### config.mk
export PLATFORM = sky130hd
export DESIGN_NAME = spi_regfile_periph
export DESIGN_NICKNAME = d
export VERILOG_FILES = /design/src/rtl/spi_pkg.sv /design/src/rtl/spi_sync_edge.sv /design/src/rtl/spi_regfile_periph.sv
export SDC_FILE = /design/constraint.sdc
export NUM_CORES = 1
export LEC_CHECK = 0
export BUFFER_PORTS_ARGS = -buffer_cell sky130_fd_sc_hd__buf_2
export CORE_ASPECT_RATIO = 0.7
export CORE_MARGIN = 1
export CORE_UTILIZATION = 35
export DETAILED_ROUTE_END_ITERATION = 16
export GPL_TIMING_DRIVEN = 0
export PLACE_DENSITY = 0.63
export SYNTH_ARGS = -nofsm -noshare
export SYNTH_HDL_FRONTEND = slang
export SYNTH_SLANG_ARGS = --single-unit
### constraint.sdc
create_clock -name clk -period 3.5 [get_ports clk]
set_input_delay 0.175 -clock clk [delete_from_list [all_inputs] [get_ports clk]]
set_output_delay 0.175 -clock clk [all_outputs]
set_load 0.02 [all_outputs]
### src/rtl/spi_pkg.sv
// Shared encodings for the SPI register-file peripheral: R/W bit values,
// frame FSM states and the frame-length helper.
package spi_pkg;

    localparam logic RW_WRITE = 1'b1;
    localparam logic RW_READ  = 1'b0;

    typedef enum logic [1:0] {
        ST_IDLE,
        ST_ADDR,
        ST_DATA,
        ST_WAIT_CS
    } spi_state_t;

    function automatic int frame_w(input int addr_w, input int data_w);
        return 1 + addr_w + data_w;
    endfunction

endpackage

### src/rtl/spi_sync_edge.sv
// Multi-flop synchroniser for an asynchronous SPI pin, with one extra flop
// to detect rising/falling edges of the synchronised level.
module spi_sync_edge #(
    parameter int   SYNC_STAGES = 2,
    parameter logic RST_VAL     = 1'b0
) (
    input  logic clk,
    input  logic rst_n,
    input  logic d,
    output logic q,
    output logic rise,
    output logic fall
);

    logic [SYNC_STAGES-1:0] sync;
    logic                   prev;

    always_ff @(posedge clk or negedge rst_n) begin
        if (!rst_n) begin
            sync <= {SYNC_STAGES{RST_VAL}};
            prev <= RST_VAL;
        end else begin
            sync <= {sync[SYNC_STAGES-2:0], d};
            prev <= sync[SYNC_STAGES-1];
        end
    end

    assign q    = sync[SYNC_STAGES-1];
    assign rise = q & ~prev;
    assign fall = ~q & prev;

endmodule

### src/rtl/spi_regfile_periph.sv
// SPI mode-0 peripheral giving an external controller read/write access to a
// bank of NUM_REGS registers; writes commit only on a clean nCS release.
module spi_regfile_periph
    import spi_pkg::*;
#(
    parameter int ADDR_W      = 7,
    parameter int DATA_W      = 8,
    parameter int NUM_REGS    = 5,
    parameter int SYNC_STAGES = 2
) (
    input  logic                       clk,
    input  logic                       rst_n,
    input  logic                       sclk,
    input  logic                       ncs,
    input  logic                       copi,
    output logic                       cipo,
    output logic                       cipo_oe,
    output logic [NUM_REGS*DATA_W-1:0] reg_q,
    output logic                       wr_stb,
    output logic [ADDR_W-1:0]          wr_addr,
    output logic                       frame_err
);

    localparam int FRAME_W = frame_w(ADDR_W, DATA_W);
    localparam int CNT_W   = $clog2(FRAME_W + 1);

    logic sclk_rise, sclk_fall, ncs_s, ncs_rise, ncs_fall, copi_s;
    logic unused_sclk_lvl;
    logic [1:0] unused_copi_edges;

    spi_sync_edge #(.SYNC_STAGES(SYNC_STAGES), .RST_VAL(1'b0)) u_sync_sclk (
        .clk(clk), .rst_n(rst_n), .d(sclk),
        .q(unused_sclk_lvl), .rise(sclk_rise), .fall(sclk_fall)
    );

    // nCS idles high, so reset its synchroniser high to avoid a false frame start
    spi_sync_edge #(.SYNC_STAGES(SYNC_STAGES), .RST_VAL(1'b1)) u_sync_ncs (
        .clk(clk), .rst_n(rst_n), .d(ncs),
        .q(ncs_s), .rise(ncs_rise), .fall(ncs_fall)
    );

    spi_sync_edge #(.SYNC_STAGES(SYNC_STAGES), .RST_VAL(1'b0)) u_sync_copi (
        .clk(clk), .rst_n(rst_n), .d(copi),
        .q(copi_s), .rise(unused_copi_edges[0]), .fall(unused_copi_edges[1])
    );

    spi_state_t          state, state_n;
    logic [CNT_W-1:0]    bit_cnt;
    logic [FRAME_W-1:0]  shift_in;
    logic [DATA_W-1:0]   rd_shift;
    logic                overlong;

    logic                bit_in;
    logic [ADDR_W-1:0]   frame_addr, rd_addr;
    logic [DATA_W-1:0]   frame_data, rd_word;
    logic                frame_rw, wr_hit, load_rd, commit, discard;

    assign bit_in     = sclk_rise & ~ncs_s;
    assign frame_addr = shift_in[DATA_W +: ADDR_W];
    assign frame_data = shift_in[DATA_W-1:0];
    assign frame_rw   = shift_in[FRAME_W-1];
    // on the last address bit the R/W bit sits at ADDR_W-1 and copi completes the address
    assign rd_addr    = {shift_in[ADDR_W-2:0], copi_s};

    always_comb begin
        rd_word = '0;
        wr_hit  = 1'b0;
        for (int k = 0; k < NUM_REGS; k++) begin
            if (rd_addr == ADDR_W'(k))
                rd_word = reg_q[k*DATA_W +: DATA_W];
            if (frame_addr == ADDR_W'(k))
                wr_hit = 1'b1;
        end
    end

    assign load_rd = bit_in && (state == ST_ADDR) && (bit_cnt == CNT_W'(ADDR_W))
                     && (shift_in[ADDR_W-1] == RW_READ);
    assign commit  = (state == ST_WAIT_CS) && !overlong && (frame_rw == RW_WRITE) && wr_hit;
    assign discard = (state == ST_ADDR) || (state == ST_DATA)
                     || ((state == ST_WAIT_CS) && overlong);

    always_comb begin
        state_n = state;
        if (ncs_fall) begin
            state_n = ST_ADDR;
        end else if (ncs_rise) begin
            state_n = ST_IDLE;
        end else if (bit_in) begin
            case (state)
                ST_ADDR: if (bit_cnt == CNT_W'(ADDR_W))      state_n = ST_DATA;
                ST_DATA: if (bit_cnt == CNT_W'(FRAME_W - 1)) state_n = ST_WAIT_CS;
                default: state_n = state;
            endcase
        end
    end

    always_ff @(posedge clk or negedge rst_n) begin
        if (!rst_n) begin
            state     <= ST_IDLE;
            bit_cnt   <= '0;
            shift_in  <= '0;
            rd_shift  <= '0;
            overlong  <= 1'b0;
            cipo      <= 1'b0;
            cipo_oe   <= 1'b0;
            reg_q     <= '0;
            wr_stb    <= 1'b0;
            wr_addr   <= '0;
            frame_err <= 1'b0;
        end else begin
            state     <= state_n;
            wr_stb    <= 1'b0;
            frame_err <= 1'b0;
            if (ncs_fall) begin
                bit_cnt  <= '0;
                shift_in <= '0;
                rd_shift <= '0;
                overlong <= 1'b0;
                cipo     <= 1'b0;
                cipo_oe  <= 1'b0;
            end else if (ncs_rise) begin
                bit_cnt   <= '0;
                cipo      <= 1'b0;
                cipo_oe   <= 1'b0;
                frame_err <= discard;
                if (commit) begin
                    for (int k = 0; k < NUM_REGS; k++)
                        if (frame_addr == ADDR_W'(k))
                            reg_q[k*DATA_W +: DATA_W] <= frame_data;
                    wr_stb  <= 1'b1;
                    wr_addr <= frame_addr;
                end
            end else if (!ncs_s) begin
                if (sclk_rise) begin
                    if (state == ST_ADDR || state == ST_DATA)
                        shift_in <= {shift_in[FRAME_W-2:0], copi_s};
                    if (state != ST_IDLE && bit_cnt != CNT_W'(FRAME_W))
                        bit_cnt <= bit_cnt + 1'b1;
                    if (state == ST_WAIT_CS)
                        overlong <= 1'b1;
                    if (load_rd) begin
                        rd_shift <= rd_word;
                        cipo     <= rd_word[DATA_W-1];
                        cipo_oe  <= 1'b1;
                    end
                // the fall right after the load precedes the MSB's sampling rise, so it holds
                end else if (sclk_fall && state == ST_DATA && cipo_oe
                             && bit_cnt != CNT_W'(ADDR_W + 1)) begin
                    rd_shift <= {rd_shift[DATA_W-2:0], 1'b0};
                    cipo     <= rd_shift[DATA_W-2];
                end
            end
        end
    end

endmodule
==> summary.txt <==
Status
  • Status: finished clean

Drt
  • Detailed-route wire length: 9705 um
  • Routed met3 length: 400 um
  • Pre-Repair DR Iteration Count: 4
  • DR vias: 3073
  • Routed len/inst: 16.79 um
  • Drt first-iter violations: 172
  • Vias/cell: 5.317
  • Detailed-routing wirelength on met1: 4954 um
  • Met2 wire len: 4309 um
  • Top layer in use: met4
  • Post-route DRC: 0
  • ANT nets after route: 0

Finish
  • Sequential Area: 2256 sq um
  • Area Overhead vs Synth: 19.67%
  • Share of cells above drive strength 1: 0.3106
  • Area of the multi-input gates: 1794 sq um
  • Diodes inserted: 0
  • Layout Nets: 435
  • Fill cell total of the finished layout: 1075

Clock tree
  • H-tree depth: 3
  • Reg clk slew, reported paths: 60 ps
  • Total clock sinks: 90
  • Inserted Clock Buffers: 9
  • CTS Hold Bufs: 4
  • Longest Clk Path Bufs: 2
  • Post-CTS Setup Bufs: 0
  • Insertion delay to the later sink of the worst-skew pair: 340 ps
  • CTS tree: built
  • Clock root buffer master: clkbuf_16
  • # resized after CTS: 0

Synthesis
  • Top-count cell post-synth: dfrtp_1
  • Warnings from Yosys: 0
  • Area leader, netlist: dfrtp_1
  • Post-synth ARST share: 1.000
  • Synthesis-stage register bit count: 90
  • Sequential fraction of the synthesis area: 0.5406
  • Cells after synthesis: 349
  • Post-synth EDFFs: 0
  • Largest cells by area after synthesis: dfrtp_1 (52%), mux2_2 (12%), nand2_1 (3.3%), ha_1 (3.0%), mux2i_1 (2.4%)
  • Synth Flop Type: dfrtp_1
  • Post-synth net total: 364
  • Top-area cell type share of the netlist area: 0.5217
  • Mapped Area: 4173 sq um
  • Synth cell types: 49
  • Synthesized area per cell: 11.96 sq um
  • Post-synth top cells: dfrtp_1 (87), mux2_2 (45), nand2_1 (37)

Global route
  • Vias in the first global route: 3029
  • Largest net degree at the start of global routing: 60
  • First-pass GRT wire length: 15850 um
  • All-Layer GR Usage: 0.1669
  • Gr ovfl total: 0
  • Initial antenna violation count: 0

Critical path
  • Startpoint Class: flip-flop
  • CP endpoint kind: flip-flop
  • Crit path DAT: 2720 ps
  • Worst path required time: 3720 ps
  • Crit path max fanout: 8
  • Crit. Startpoint: u_sync_ncs.sync[1]
  • Crit path kind: flip-flop to flip-flop
  • R2r startpoint: u_sync_ncs.sync[1]

Timing
  • Worst Skew: 6.064 ps
  • Final period utilization: 0.7148
  • Minimum clock period: 2502 ps
  • Max_slew headroom: 0.5953
  • Fin. Hold Viols: 0
  • Setup_tns: 0 ps
  • RSZ-0062 raised after global routing: false
  • Max Fclk: 399.7 MHz
  • Final Setup Violations: 0
  • Pins Over Slew Limit: 0
  • Tightest Pin Transition: 603.5 ps

Die
  • FP Rows: 32
  • Core Area: 11290 sq um
  • Die Y: 93.36 um
  • I/O pin cnt: 56
  • Starting Density: 0.3696
  • Die area: 12370 sq um
  • Die Width: 132.5 um

Power
  • Total power: 2.200 mW
  • VDD IR max: 0.2590 mV
  • Cell Pwr Density: 440.6 nW/um^2
  • Leakage Power: 2.508 nW

Placed design
  • Gpl congestion: 0.7969
  • IO Port Bufs: 55
  • Post-DP HPWL: 7027 um

Run
  • Max-cap viol count: 0

Min path
  • Hold Path Class: input pin to asynchronous set/reset pin
-- logic make-up (layout without fill, tap and decap cells) --
| logic type | count (synthesis) | after routing | synth area share |
|---|---|---|---|
| buffers and inverters | 32 | 108 | 0.02939 |
| multiplexers | 55 | 55 | 0.1454 |
| AND/OR/NAND/NOR | 104 | 104 | 0.1553 |
| adder cells (fa/ha/maj) | 10 | 10 | 0.02999 |
| flip-flops | 90 | 90 | 0.5406 |
| AO/OA/AOI/OAI | 58 | 58 | 0.09925 |
-- registers in the layout, summed over array words and instances (netlist names) --
signal / flops
reg_q: 40
shift_in: 16
rd_shift: 7
wr_addr: 7
bit_cnt: 5
state: 2
u_sync_copi.sync: 2
u_sync_ncs.sync: 2
u_sync_sclk.sync: 2
cipo: 1
cipo_oe: 1
frame_err: 1
overlong: 1
u_sync_ncs.prev: 1
u_sync_sclk.prev: 1
wr_stb: 1
-- final timing paths --
path | cells past startpoint | slack, ps | end
worst max-delay path | 5 | 1000 | reg_q[16]
worst min register to register | 0 | 350 | u_sync_copi.sync[1]
max in group asynchronous | 3 | 2480 | u_sync_ncs.prev
worst max register to register | 5 | 1000 | reg_q[16]
worst min-delay path | 2 | 320 | reg_q[18]
min in group clk | 0 | 350 | u_sync_copi.sync[1]
-- worst max-delay path, stage by stage (launching register included) --
cell and delay [ps]:
dfstp_2 600, ha_1 340, nor4b_4 340, nand3b_4 160
nor3b_4 530, mux2_2 410
-- where the power goes --
part           leakage (nW)  internal [mW]  total [mW]  switching, mW
logic                  1.15         0.0646       0.183          0.118
registers              1.23           1.07        1.10         0.0342
clock network         0.131          0.519       0.914          0.395
-- through the flow --
step	worst slack, ps	hold slack (ps)	std cells	instance area [sq um]	util
final	998.2	321.6	578	4994	0.4423
after global placement	1042	286.5	557	4639	0.4109
after global routing	862.4	354.8	578	4994	0.4423
after detailed placement	985.2	145.2	558	4669	0.4136
after CTS	976.0	331.3	578	4994	0.4423
after floorplan	1395	-120.6	349	4173	-
-- area by class of cell --
cell class,count,share of cell area
well taps,153,0.03834
plain buffers,15,0.01178
flip-flops and latches,90,0.4518
multi-input cells,227,0.3593
clock inverters,4,0.005512
repair buffers,60,0.06916
inverters,17,0.01278
clock buffers,12,0.05137
-- layout by cell type, fill, tap and decap left out, drive strengths merged, types with 5 or more instances in the layout --
cell    count
inv        17
o21ai      14
dfrtp      87
a32o        7
a221oi      5
buf        58
mux2       45
nand4      16
nor3b       5
mux2i      10
and2        7
a21oi      11
nand2      37
clkbuf     25
nand2b      7
nand3       5
ha         10
-- routing by layer --
metal	global-route usage	vias to the layer above
met5	0	-
li1	-	1415
met1	0.2412	1593
met2	0.2482	61
met4	0.04406	0
met3	0.04173	4
(Power assumes the default switching activity.)
